File: config.mk
export PLATFORM = sky130hd
export DESIGN_NAME = vga_timing_gen_multi
export DESIGN_NICKNAME = d
export VERILOG_FILES = /design/src/rtl/vga_timing_gen_multi.sv
export SDC_FILE = /design/constraint.sdc
export NUM_CORES = 1
export LEC_CHECK = 0
export BUFFER_PORTS_ARGS = -buffer_cell sky130_fd_sc_hd__buf_4
export CAP_MARGIN = 5
export CELL_PAD_IN_SITES_DETAIL_PLACEMENT = 1
export CELL_PAD_IN_SITES_GLOBAL_PLACEMENT = 1
export CORE_MARGIN = 3
export CORE_UTILIZATION = 41
export CTS_BUF_LIST = sky130_fd_sc_hd__clkbuf_2 sky130_fd_sc_hd__clkbuf_4 sky130_fd_sc_hd__clkbuf_8
export DETAILED_ROUTE_END_ITERATION = 16
export PLACE_DENSITY_LB_ADDON = 0.3
export SLEW_MARGIN = 20
export SYNTH_ARGS = -nofsm -noshare
export SYNTH_HDL_FRONTEND = slang
export SYNTH_SLANG_ARGS = --single-unit
File: constraint.sdc
create_clock -name clk -period 3.7 [get_ports clk]
set_input_delay 0.185 -clock clk [delete_from_list [all_inputs] [get_ports clk]]
set_output_delay 0.185 -clock clk [all_outputs]
set_load 0.1 [all_outputs]
File: src/rtl/vga_timing_gen_multi.sv
// vga_timing_gen_multi
//
// Pixel timing generator with two compile-time timing sets (mode 0 and mode 1).
// The active set is chosen from mode_sel only when the scan wraps from the last
// position of a frame back to (0,0), so every frame is complete in one mode.
// The position advances only on cycles with pix_en high.
//
// Ports:
//   clk          pixel-domain clock
//   reset        synchronous active-high reset (overrides pix_en)
//   pix_en       pixel advance enable
//   mode_sel     requested timing set, sampled at frame wrap only
//   pixel_x      current horizontal position, 0..H_TOTAL-1
//   pixel_y      current vertical position, 0..V_TOTAL-1
//   hsync        horizontal sync at the active mode's polarity
//   vsync        vertical sync at the active mode's polarity
//   video_on     high inside the active area
//   line_start   one-clk pulse when pixel_x becomes 0
//   frame_start  one-clk pulse when the position becomes (0,0)
//   frame_count  number of frame_start pulses since reset (wraps)
//   active_mode  timing set currently in use
//
// Every output is a flop. The sync/blank/marker decode is done on the next
// position so that all outputs describe the same pixel as pixel_x/pixel_y.

module vga_timing_gen_multi #(
    parameter int unsigned X_W       = 11,
    parameter int unsigned Y_W       = 10,
    parameter int unsigned FC_W      = 8,
    parameter int unsigned M0_H_ACT  = 1024,
    parameter int unsigned M0_H_FP   = 24,
    parameter int unsigned M0_H_SYNC = 136,
    parameter int unsigned M0_H_BP   = 160,
    parameter int unsigned M0_V_ACT  = 768,
    parameter int unsigned M0_V_FP   = 3,
    parameter int unsigned M0_V_SYNC = 6,
    parameter int unsigned M0_V_BP   = 29,
    parameter bit          M0_HS_POL = 1'b0,
    parameter bit          M0_VS_POL = 1'b0,
    parameter int unsigned M1_H_ACT  = 800,
    parameter int unsigned M1_H_FP   = 40,
    parameter int unsigned M1_H_SYNC = 128,
    parameter int unsigned M1_H_BP   = 88,
    parameter int unsigned M1_V_ACT  = 600,
    parameter int unsigned M1_V_FP   = 1,
    parameter int unsigned M1_V_SYNC = 4,
    parameter int unsigned M1_V_BP   = 23,
    parameter bit          M1_HS_POL = 1'b1,
    parameter bit          M1_VS_POL = 1'b1
) (
    input  logic            clk,
    input  logic            reset,
    input  logic            pix_en,
    input  logic            mode_sel,
    output logic [X_W-1:0]  pixel_x,
    output logic [Y_W-1:0]  pixel_y,
    output logic            hsync,
    output logic            vsync,
    output logic            video_on,
    output logic            line_start,
    output logic            frame_start,
    output logic [FC_W-1:0] frame_count,
    output logic            active_mode
);

    localparam int unsigned M0_H_TOTAL = M0_H_ACT + M0_H_FP + M0_H_SYNC + M0_H_BP;
    localparam int unsigned M0_V_TOTAL = M0_V_ACT + M0_V_FP + M0_V_SYNC + M0_V_BP;
    localparam int unsigned M1_H_TOTAL = M1_H_ACT + M1_H_FP + M1_H_SYNC + M1_H_BP;
    localparam int unsigned M1_V_TOTAL = M1_V_ACT + M1_V_FP + M1_V_SYNC + M1_V_BP;
    localparam int unsigned H_TOTAL_MAX = (M0_H_TOTAL > M1_H_TOTAL) ? M0_H_TOTAL : M1_H_TOTAL;
    localparam int unsigned V_TOTAL_MAX = (M0_V_TOTAL > M1_V_TOTAL) ? M0_V_TOTAL : M1_V_TOTAL;

    if (longint'(H_TOTAL_MAX) > (longint'(1) << X_W)) begin : g_x_w_check
        $error("X_W cannot hold the largest H_TOTAL-1");
    end
    if (longint'(V_TOTAL_MAX) > (longint'(1) << Y_W)) begin : g_y_w_check
        $error("Y_W cannot hold the largest V_TOTAL-1");
    end
    if (M0_H_FP == 0 || M0_H_SYNC == 0 || M0_H_BP == 0 ||
        M0_V_FP == 0 || M0_V_SYNC == 0 || M0_V_BP == 0 ||
        M1_H_FP == 0 || M1_H_SYNC == 0 || M1_H_BP == 0 ||
        M1_V_FP == 0 || M1_V_SYNC == 0 || M1_V_BP == 0) begin : g_zero_check
        $error("porch and sync parameters must be non-zero");
    end

    // Decode limits sized to the position counters.
    localparam logic [X_W-1:0] M0_H_LAST   = X_W'(M0_H_TOTAL - 1);
    localparam logic [X_W-1:0] M0_HA       = X_W'(M0_H_ACT);
    localparam logic [X_W-1:0] M0_HS_FIRST = X_W'(M0_H_ACT + M0_H_FP);
    localparam logic [X_W-1:0] M0_HS_LAST  = X_W'(M0_H_ACT + M0_H_FP + M0_H_SYNC - 1);
    localparam logic [Y_W-1:0] M0_V_LAST   = Y_W'(M0_V_TOTAL - 1);
    localparam logic [Y_W-1:0] M0_VA       = Y_W'(M0_V_ACT);
    localparam logic [Y_W-1:0] M0_VS_FIRST = Y_W'(M0_V_ACT + M0_V_FP);
    localparam logic [Y_W-1:0] M0_VS_LAST  = Y_W'(M0_V_ACT + M0_V_FP + M0_V_SYNC - 1);
    localparam logic [X_W-1:0] M1_H_LAST   = X_W'(M1_H_TOTAL - 1);
    localparam logic [X_W-1:0] M1_HA       = X_W'(M1_H_ACT);
    localparam logic [X_W-1:0] M1_HS_FIRST = X_W'(M1_H_ACT + M1_H_FP);
    localparam logic [X_W-1:0] M1_HS_LAST  = X_W'(M1_H_ACT + M1_H_FP + M1_H_SYNC - 1);
    localparam logic [Y_W-1:0] M1_V_LAST   = Y_W'(M1_V_TOTAL - 1);
    localparam logic [Y_W-1:0] M1_VA       = Y_W'(M1_V_ACT);
    localparam logic [Y_W-1:0] M1_VS_FIRST = Y_W'(M1_V_ACT + M1_V_FP);
    localparam logic [Y_W-1:0] M1_VS_LAST  = Y_W'(M1_V_ACT + M1_V_FP + M1_V_SYNC - 1);

    // Internal scan position. It differs from pixel_x/pixel_y only after reset,
    // where it parks on the last position so the first enable wraps to (0,0).
    logic [X_W-1:0] cur_x_q;
    logic [Y_W-1:0] cur_y_q;

    logic [X_W-1:0] h_last, next_x, n_h_act, n_hs_first, n_hs_last;
    logic [Y_W-1:0] v_last, next_y, n_v_act, n_vs_first, n_vs_last;
    logic           x_wrap, y_wrap, frame_wrap, next_mode, n_hs_pol, n_vs_pol;
    logic           next_hsync, next_vsync, next_video_on;

    always_comb begin
        h_last     = active_mode ? M1_H_LAST : M0_H_LAST;
        v_last     = active_mode ? M1_V_LAST : M0_V_LAST;
        x_wrap     = (cur_x_q == h_last);
        y_wrap     = (cur_y_q == v_last);
        frame_wrap = x_wrap && y_wrap;
        next_mode  = frame_wrap ? mode_sel : active_mode;

        next_x = x_wrap ? '0 : cur_x_q + X_W'(1);
        next_y = cur_y_q;
        if (x_wrap) begin
            next_y = y_wrap ? '0 : cur_y_q + Y_W'(1);
        end

        // Decode uses the mode of the next position so a switch lands on (0,0).
        n_h_act    = next_mode ? M1_HA       : M0_HA;
        n_hs_first = next_mode ? M1_HS_FIRST : M0_HS_FIRST;
        n_hs_last  = next_mode ? M1_HS_LAST  : M0_HS_LAST;
        n_v_act    = next_mode ? M1_VA       : M0_VA;
        n_vs_first = next_mode ? M1_VS_FIRST : M0_VS_FIRST;
        n_vs_last  = next_mode ? M1_VS_LAST  : M0_VS_LAST;
        n_hs_pol   = next_mode ? M1_HS_POL   : M0_HS_POL;
        n_vs_pol   = next_mode ? M1_VS_POL   : M0_VS_POL;

        next_hsync    = ((next_x >= n_hs_first) && (next_x <= n_hs_last)) ? n_hs_pol : ~n_hs_pol;
        next_vsync    = ((next_y >= n_vs_first) && (next_y <= n_vs_last)) ? n_vs_pol : ~n_vs_pol;
        next_video_on = (next_x < n_h_act) && (next_y < n_v_act);
    end

    always_ff @(posedge clk) begin
        if (reset) begin
            cur_x_q     <= M0_H_LAST;
            cur_y_q     <= M0_V_LAST;
            pixel_x     <= '0;
            pixel_y     <= '0;
            hsync       <= ~M0_HS_POL;
            vsync       <= ~M0_VS_POL;
            video_on    <= 1'b0;
            line_start  <= 1'b0;
            frame_start <= 1'b0;
            frame_count <= '0;
            active_mode <= 1'b0;
        end else begin
            // Pulses drop on any non-advancing cycle so they never stretch.
            line_start  <= 1'b0;
            frame_start <= 1'b0;
            if (pix_en) begin
                cur_x_q     <= next_x;
                cur_y_q     <= next_y;
                pixel_x     <= next_x;
                pixel_y     <= next_y;
                hsync       <= next_hsync;
                vsync       <= next_vsync;
                video_on    <= next_video_on;
                line_start  <= x_wrap;
                frame_start <= frame_wrap;
                active_mode <= next_mode;
                if (frame_wrap) begin
                    frame_count <= frame_count + FC_W'(1);
                end
            end
        end
    end

endmodule

==> results of run 1 <==
## cells in the final DEF (no fill, tap or decap), types with 3 or more instances in the layout
cell      synthesis  layout
dfxtp_4           0       4
inv_1             9       9
o21bai_1          5       5
mux2i_1           5       5
nand3_1          17      15
and3_1            3       3
xnor2_1           5       5
nand2b_1          4       4
a31oi_1           3       3
clkbuf_8          2       6
nor2_2            0       3
a21oi_1          18      18
dfxtp_2           0       6
nand3b_1          3       3
ha_1             17      14
nor3_1           10      10
and2b_2           3       3
nand4_1           8       8
nor2_1           45      41
a211oi_1          9       7
buf_4             8      75
xor2_1           18      18
nand2_1          32      32
dfxtp_1          48      38
o21ai_0          11       9
## sequential cells by signal (all words and copies together), names as in the netlist
register and flops:
frame_count 8, active_mode 1, pixel_x 11, hsync 1
pixel_y 10, vsync 1, cur_y_q 5, line_start 1
cur_x_q 8, video_on 1, frame_start 1
## power groups by stage
stage	logic (W)	registers, W	clock network (W)
after floorplan	0.000376	0.000752	0
after global placement	0.000682	0.000597	0
after detailed placement	0.000701	0.000599	0
after CTS	0.000712	0.000588	0.000424
after global routing	0.000826	0.000596	0.000446
final	0.000776	0.000591	0.000416
## synth_stat cells (2+ instances only)
cell	n	area share
nand2b_1	4	0.0083
or3_1	3	0.0063
buf_2	3	0.0050
ha_1	17	0.071
a21o_1	2	0.0050
nand3b_1	3	0.0075
and3_2	2	0.0050
nand3_1	17	0.028
o21bai_1	5	0.013
and2_1	2	0.0042
dfxtp_1	48	0.32
nand4b_1	2	0.0058
nand2_1	32	0.040
xnor2_1	5	0.015
and4_1	2	0.0058
clkbuf_4	2	0.0050
o21a_1	2	0.0050
o31ai_1	3	0.0075
a31oi_1	3	0.0063
buf_4	8	0.020
nor2_1	45	0.056
and3_1	3	0.0063
nor3_1	10	0.017
o21ai_0	11	0.018
a21oi_1	18	0.030
clkbuf_1	9	0.011
inv_1	9	0.011
nor4_1	2	0.0042
clkbuf_2	2	0.0033
o311a_1	2	0.0067
o41ai_1	2	0.0058
or2_2	2	0.0042
mux2i_1	5	0.017
nand4_1	8	0.017
clkbuf_8	2	0.0092
a211oi_1	9	0.023
buf_6	2	0.0075
and2b_2	3	0.0088
xor2_1	18	0.053
o211ai_1	2	0.0050
## how the worst min path moves through the flow
stage | startpoint | depth (start not counted) | endpoint | slack (ns)
global route | reset | 2 | pixel_y[3] | 0.37
global placement | video_on | 2 | video_on | 0.45
CTS | reset | 2 | pixel_y[7] | 0.34
floorplan | reset | 2 | frame_start | 0.44
finish | reset | 2 | pixel_y[7] | 0.35
detailed placement | pixel_x[0] | 2 | pixel_x[0] | 0.46
## per-stage QoR
stage | hold slack, ns | power (W) | worst slack, ns | instances | util
after floorplan | 0.435 | 0.00113 | 0.00728 | 356 | -
after global placement | 0.453 | 0.00128 | 0.180 | 488 | 0.497
after detailed placement | 0.464 | 0.00130 | -0.113 | 488 | 0.497
after CTS | 0.340 | 0.00172 | 0.00568 | 496 | 0.517
after global routing | 0.372 | 0.00187 | -0.0753 | 508 | 0.547
final | 0.347 | 0.00178 | 0.0395 | 508 | 0.547
## per-layer routing
metal	track usage	up-vias	wire (um)
met2	0.366	59	5000
met3	0.0315	14	271
met1	0.258	1442	4290
met4	0.0653	0	182
li1	-	1371	-
met5	0	-	0
## area by class of cell
cell class	count	area, um^2
clock buffer	6	82.6
clock inverter	2	38.8
fill	823	3140
inverter	11	43.8
multi-input combinational	270	1970
sequential	48	983
tap	96	120
timing repair buffer	75	563
## worst max-delay path: cells and delay by family (launching register included)
family,cells,cell delay [ns]
compound gates,6,0.90
fa+ha+maj,2,0.35
flops,1,0.39
mux,1,0.38
simple gates,6,1.52
## repair_timing
| item | CTS | global route |
|---|---|---|
| pin swaps | 0 | 11 |
| gates resized for setup | 5 | 31 |
| cloned | 0 | 1 |
| setup buffers | 0 | 11 |
| setup endpoints to repair | 1 | 2 |
## cells by family (layout without fill, tap and decap cells)
group,count (synthesis),count (layout)
adder cells (fa/ha/maj),17,17
AND/OR/NAND/NOR,153,153
flip-flops,48,48
multiplexers,7,7
AO/OA/AOI/OAI,69,70
buffers and inverters,39,94
XOR/XNOR,23,23
==> summary.md, run 1 <==
| Metric | Value |
|---|---|
| Critical path launch point | pixel_y[1] |
| Vias in the first global route | 2,810 |
| Seq/Total Area, Yosys | 0.320 |
| Io pins | 39 |
| Synth Area in Compound Gates | 0.162 |
| Register-to-register setup slack | 0.04 ns |
| Logic pwr share | 0.435 |
| Via-to-Cell Ratio | 5.68 |
| Slowest cell delay on critical path | 0.52 ns |
| Worst-margin pin slew | 0.718 ns |
| Mean Syn Cell Area | 8.42 um^2 |
| XOR/XNOR share of the synthesized area | 0.0672 |
| Max_slew headroom | 0.509 |
| R2R cell count | 15 |
| Layout cells sized above 1 | 0.323 |
| CORE AREA | 0.00694 mm^2 |
| Tcrit/Tclk final | 0.989 |
| Fin nets | 432 |
| YS warnings | 0 |
| Sequential Power Share | 0.331 |
| Power Density | 469 mW/mm^2 |
| DR WL/cell | 19.2 um |
| Period minus WS final | 3.66 ns |
| Worst-path cell chain | ha_4 > nand3_2 > nor2_4 > nand3_2 > and2b_2 > o21ai_4 > o31ai_4 > ha_4 > or3_4 > o22ai_2 > a211oi_2 > a211oi_2 > mux2_2 > or4b_1 > o311a_1 |
| Mux share of post-synthesis cell area | 0.0250 |
| Main combinational cell family by area after synthesis | simple AND/OR/NAND/NOR gates |
| Drt total wl | 9.74 mm |
| RR Startpoint | pixel_y[1] |
| ANT cells | 0 |
| GR Util All Layers | 0.208 |
| Worst-path maximum fanout | 4 |
| Initial antenna violation count | 0 |
| Switching power | 0.000735 W |
| CP Data Arrival Time | 3.86 ns |
| GRT overflow | 0 |
| # setup viols final | 0 |
| Critical path class | reg -> reg |
| Post-route cell area | 0.00380 mm^2 |
| Root Driver | clkbuf_8 |
| Synth Net Count | 377 |
| CTS buffer count | 5 |
| Startpoint types | register |
| Synthesized area | 0.00300 mm^2 |
| First-pass GRT wire length | 14.2 mm |
| Critical path destination | vsync |
| Ys async rst share | 0 |
| Sw Ratio | 0.412 |
| Die Width | 91.5 um |
| Die Ht | 91.5 um |
| Row count | 30 |
| Count of different cell masters after synthesis | 67 |
| Flops & latches, synth | 48 |
| RR Endpoint | vsync |
| Share of power burned in the clock network | 0.233 |
| Leakage Power | 1.60 nW |
| CTS tree | built |
| Max_cap viols | 0 |
| WP data required | 3.90 ns |
| Synthesized netlist cell count | 356 |
| Hold Buf Count CTS | 0 |
| H-tree depth | 2 |
| Status | completed |
| HPWL after DPL | 6.29 mm |
| Gpl congestion | 0.950 |
| PortBufs | 38 |
| Die ar. | 0.00838 mm^2 |
| Via count | 2,886 |
| Largest net degree at the start of global routing | 51 |
| Count of antenna-violating nets left after detailed routing | 0 |
| Hold Path Class | in -> reg |
| Worst VDD drop | 0.239 mV |
| CP Capture Type | register |
| Clk buf depth | 2 |
| Area Overhead vs Synth | 26.7% |
| Cell Int Power | 0.00105 W |
| Worst skew pair latency | 0.32 ns |
| Post-synthesis simple-gate area fraction | 0.279 |
| Pre-antenna DRT Iters | 4 |
| Final count of hold timing violations | 0 |
| DRC viols | 0 |
| Area post-placement | 0.00345 mm^2 |
| DRT iter0 DRCs | 141 |
| Adder-cell share of the synthesized area | 0.0709 |
| Clock slew at reported path FFs | 0.10 ns |
| Clk sink count | 48 |
| Initial core utilization | 0.432 |
| Top_reg_cell synth | dfxtp_1 |
| Slowest-stage cell, CP | or4b_1 |
| EDFF count, synth | 0 |
| Final Max Tran Viols | 0 |
| Post-route setup TNS | 0 ns |
| Clock skew | 0.0150 ns |
| FMAX | 0.273 GHz |
(Power assumes the default switching activity.)
==> run 2: changes to the inputs <==
--- a/config.mk
+++ b/config.mk
@@ -5,12 +5,13 @@
 export SDC_FILE = /design/constraint.sdc
 export NUM_CORES = 1
 export LEC_CHECK = 0
+export ABC_AREA = 1
 export BUFFER_PORTS_ARGS = -buffer_cell sky130_fd_sc_hd__buf_4
 export CAP_MARGIN = 5
 export CELL_PAD_IN_SITES_DETAIL_PLACEMENT = 1
 export CELL_PAD_IN_SITES_GLOBAL_PLACEMENT = 1
 export CORE_MARGIN = 3
-export CORE_UTILIZATION = 41
+export CORE_UTILIZATION = 39
 export CTS_BUF_LIST = sky130_fd_sc_hd__clkbuf_2 sky130_fd_sc_hd__clkbuf_4 sky130_fd_sc_hd__clkbuf_8
 export DETAILED_ROUTE_END_ITERATION = 16
 export PLACE_DENSITY_LB_ADDON = 0.3
==> summary.md, run 2 <==
| Metric | Value |
|---|---|
| WP data required | 3.91 ns |
| Ys async rst share | 0 |
| Most frequent cells in the layout | nand2_1, inv_1, dfxtp_1 |
| Synthesized area | 0.00306 mm^2 |
| Area Overhead vs Synth | 13.3% |
| DRT iter0 DRCs | 128 |
| Met2 routed WL | 4.06 mm |
| HPWL after DPL | 6.91 mm |
| Regs by FF count | pixel_x (11), pixel_y (10) |
| Seq/Total Area, Yosys | 0.314 |
| Flops & latches, synth | 48 |
| Setup bufs post-CTS | 0 |
| Power Density | 420 mW/mm^2 |
| PnR worst setup slack | 0.438 ns |
| # setup viols final | 0 |
| Post-Place Worst Slack | 0.442 ns |
| Initial antenna violation count | 0 |
| Gpl congestion | 0.898 |
| RSZ-0062 raised after global routing | no |
| Count of antenna-violating nets left after detailed routing | 0 |
| CTS tree | built |
| Hold Buf Count CTS | 0 |
| Top sig layer | met4 |
| Worst-path maximum fanout | 12 |
| Vias in the first global route | 3,073 |
| Hold Path Class | in -> reg |
| Mean Syn Cell Area | 6.79 um^2 |
| Io pins | 39 |
| Top-area cell type share of the netlist area | 0.314 |
| Leading post-synthesis cells by instance count | nand2_1, inv_1, dfxtp_1, nand3_1, nor2_1 |
| Die Ht | 94.5 um |
| Synth Net Count | 471 |
| Initial core utilization | 0.413 |
| Largest net degree at the start of global routing | 36 |
| Leakage Power | 1.69 nW |
| Via-to-Cell Ratio | 5.26 |
| Synthesized netlist cell count | 450 |
| Final count of hold timing violations | 0 |
| Largest cells by area after synthesis | dfxtp_1, nand2_1, nand3_1 |
| Worst skew pair latency | 0.31 ns |
| Fin nets | 499 |
| CP Data Arrival Time | 3.47 ns |
| Count of different cell masters after synthesis | 37 |
| Top reg by flops | pixel_x |
| DR WL met3 | 411 um |
| Startpoint types | register |
| Root Driver | clkbuf_8 |
| Most numerous cell in the Yosys netlist | nand2_1 |
| Final Max Tran Viols | 0 |
| Max reg flops | 11 |
| CORE AREA | 0.00741 mm^2 |
| GR Util All Layers | 0.216 |
| Area post-placement | 0.00337 mm^2 |
| CP Capture Type | register |
| GRT overflow | 0 |
| Total power | 0.00146 W |
| YS warnings | 0 |
| Row count | 31 |
| Clock skew | 0.0112 ns |
| CTS resizes | 0 |
| ANT cells | 0 |
| Period minus WS final | 3.26 ns |
| Worst-margin pin slew | 0.525 ns |
| Clk sink count | 48 |
| Worst VDD drop | 0.191 mV |
| Pre-antenna DRT Iters | 4 |
| Area leader, netlist | dfxtp_1 |
| DR WL/cell | 15.6 um |
| FMAX | 0.307 GHz |
| Post-route setup TNS | 0 ns |
| Metal-1 WL | 4.40 mm |
| Die ar. | 0.00894 mm^2 |
| Tcrit/Tclk final | 0.882 |
| PortBufs | 38 |
| First-pass GRT wire length | 15.4 mm |
| Status | completed |
| Clk buf depth | 2 |
| Layout cells sized above 1 | 0.157 |
| Most common cell after layout, fill and taps aside | nand2_1 |
| DRC viols | 0 |
| Clock slew at reported path FFs | 0.10 ns |
| Via count | 3,039 |
| EDFF count, synth | 0 |
| Max_slew headroom | 0.650 |
| Top_reg_cell synth | dfxtp_1 |
| Critical path class | reg -> reg |
| Die Width | 94.5 um |
| H-tree depth | 2 |
| Drt total wl | 8.99 mm |
| Max_cap viols | 0 |
| Post-route core utilization | 0.467 |
| Post-route cell area | 0.00346 mm^2 |
| CTS buffer count | 5 |
==> run 2: per-stage QoR <==
step	hold slack [ns]	instances
finish	0.227	578
global route	0.228	578
CTS	0.219	578
detailed placement	0.457	570
global placement	0.446	570
floorplan	0.461	450
==> run 2: cells by family after synthesis <==
group                    share of synthesized area
flip-flops                                   0.314
AND/OR/NAND/NOR                              0.353
adder cells (fa/ha/maj)                     0.0696
buffers and inverters                        0.114
XOR/XNOR                                    0.0115
AO/OA/AOI/OAI                                0.138
==> run 2: area by class of cell <==
type                            count  area [um^2]
Fill cell                         996         3950
Multi-Input combinational cell    323         1750
Sequential cell                    48          961
Timing Repair Buffer               42          315
Inverter                           58          218
Tap cell                           99          124
Clock buffer                        7         90.1
Clock inverter                      1         7.51
==> run 2: worst max-delay path, stage by stage (launching register included) <==
cell and delay (ns):
dfxtp_1 0.66, inv_2 0.22, a21oi_1 0.35, nand3_4 0.21
inv_2 0.13, nand2_1 0.07, o21ai_2 0.06, buf_4 0.19
ha_1 0.26, nand2_1 0.07, inv_1 0.05, a221o_1 0.33
nor2_1 0.11, nand3_1 0.07, a21oi_1 0.18, nand2_1 0.08
nand2_1 0.06, nand3_1 0.06
==> run 2: path summary, 6_finish.rpt <==
check	start	end	slack (ns)	cells after the start
hold reg to reg	frame_count[7]	frame_count[7]	0.47	1
setup reg to reg	active_mode	hsync	0.44	17
hold / removal	reset	pixel_x[10]	0.23	2
setup / recovery	active_mode	hsync	0.44	17
==> run 2: routing by layer <==
metal	GRT usage	vias to the layer above
met3	0.0343	13
met5	0	-
met4	0.0565	0
met1	0.300	1438
li1	-	1530
met2	0.346	58
==> run 2: power breakdown <==
part	switching [W]	internal [W]
clock	0.000191	0.000160
sequential	0.0000381	0.000551
combinational	0.000380	0.000136
total	0.000609	0.000847
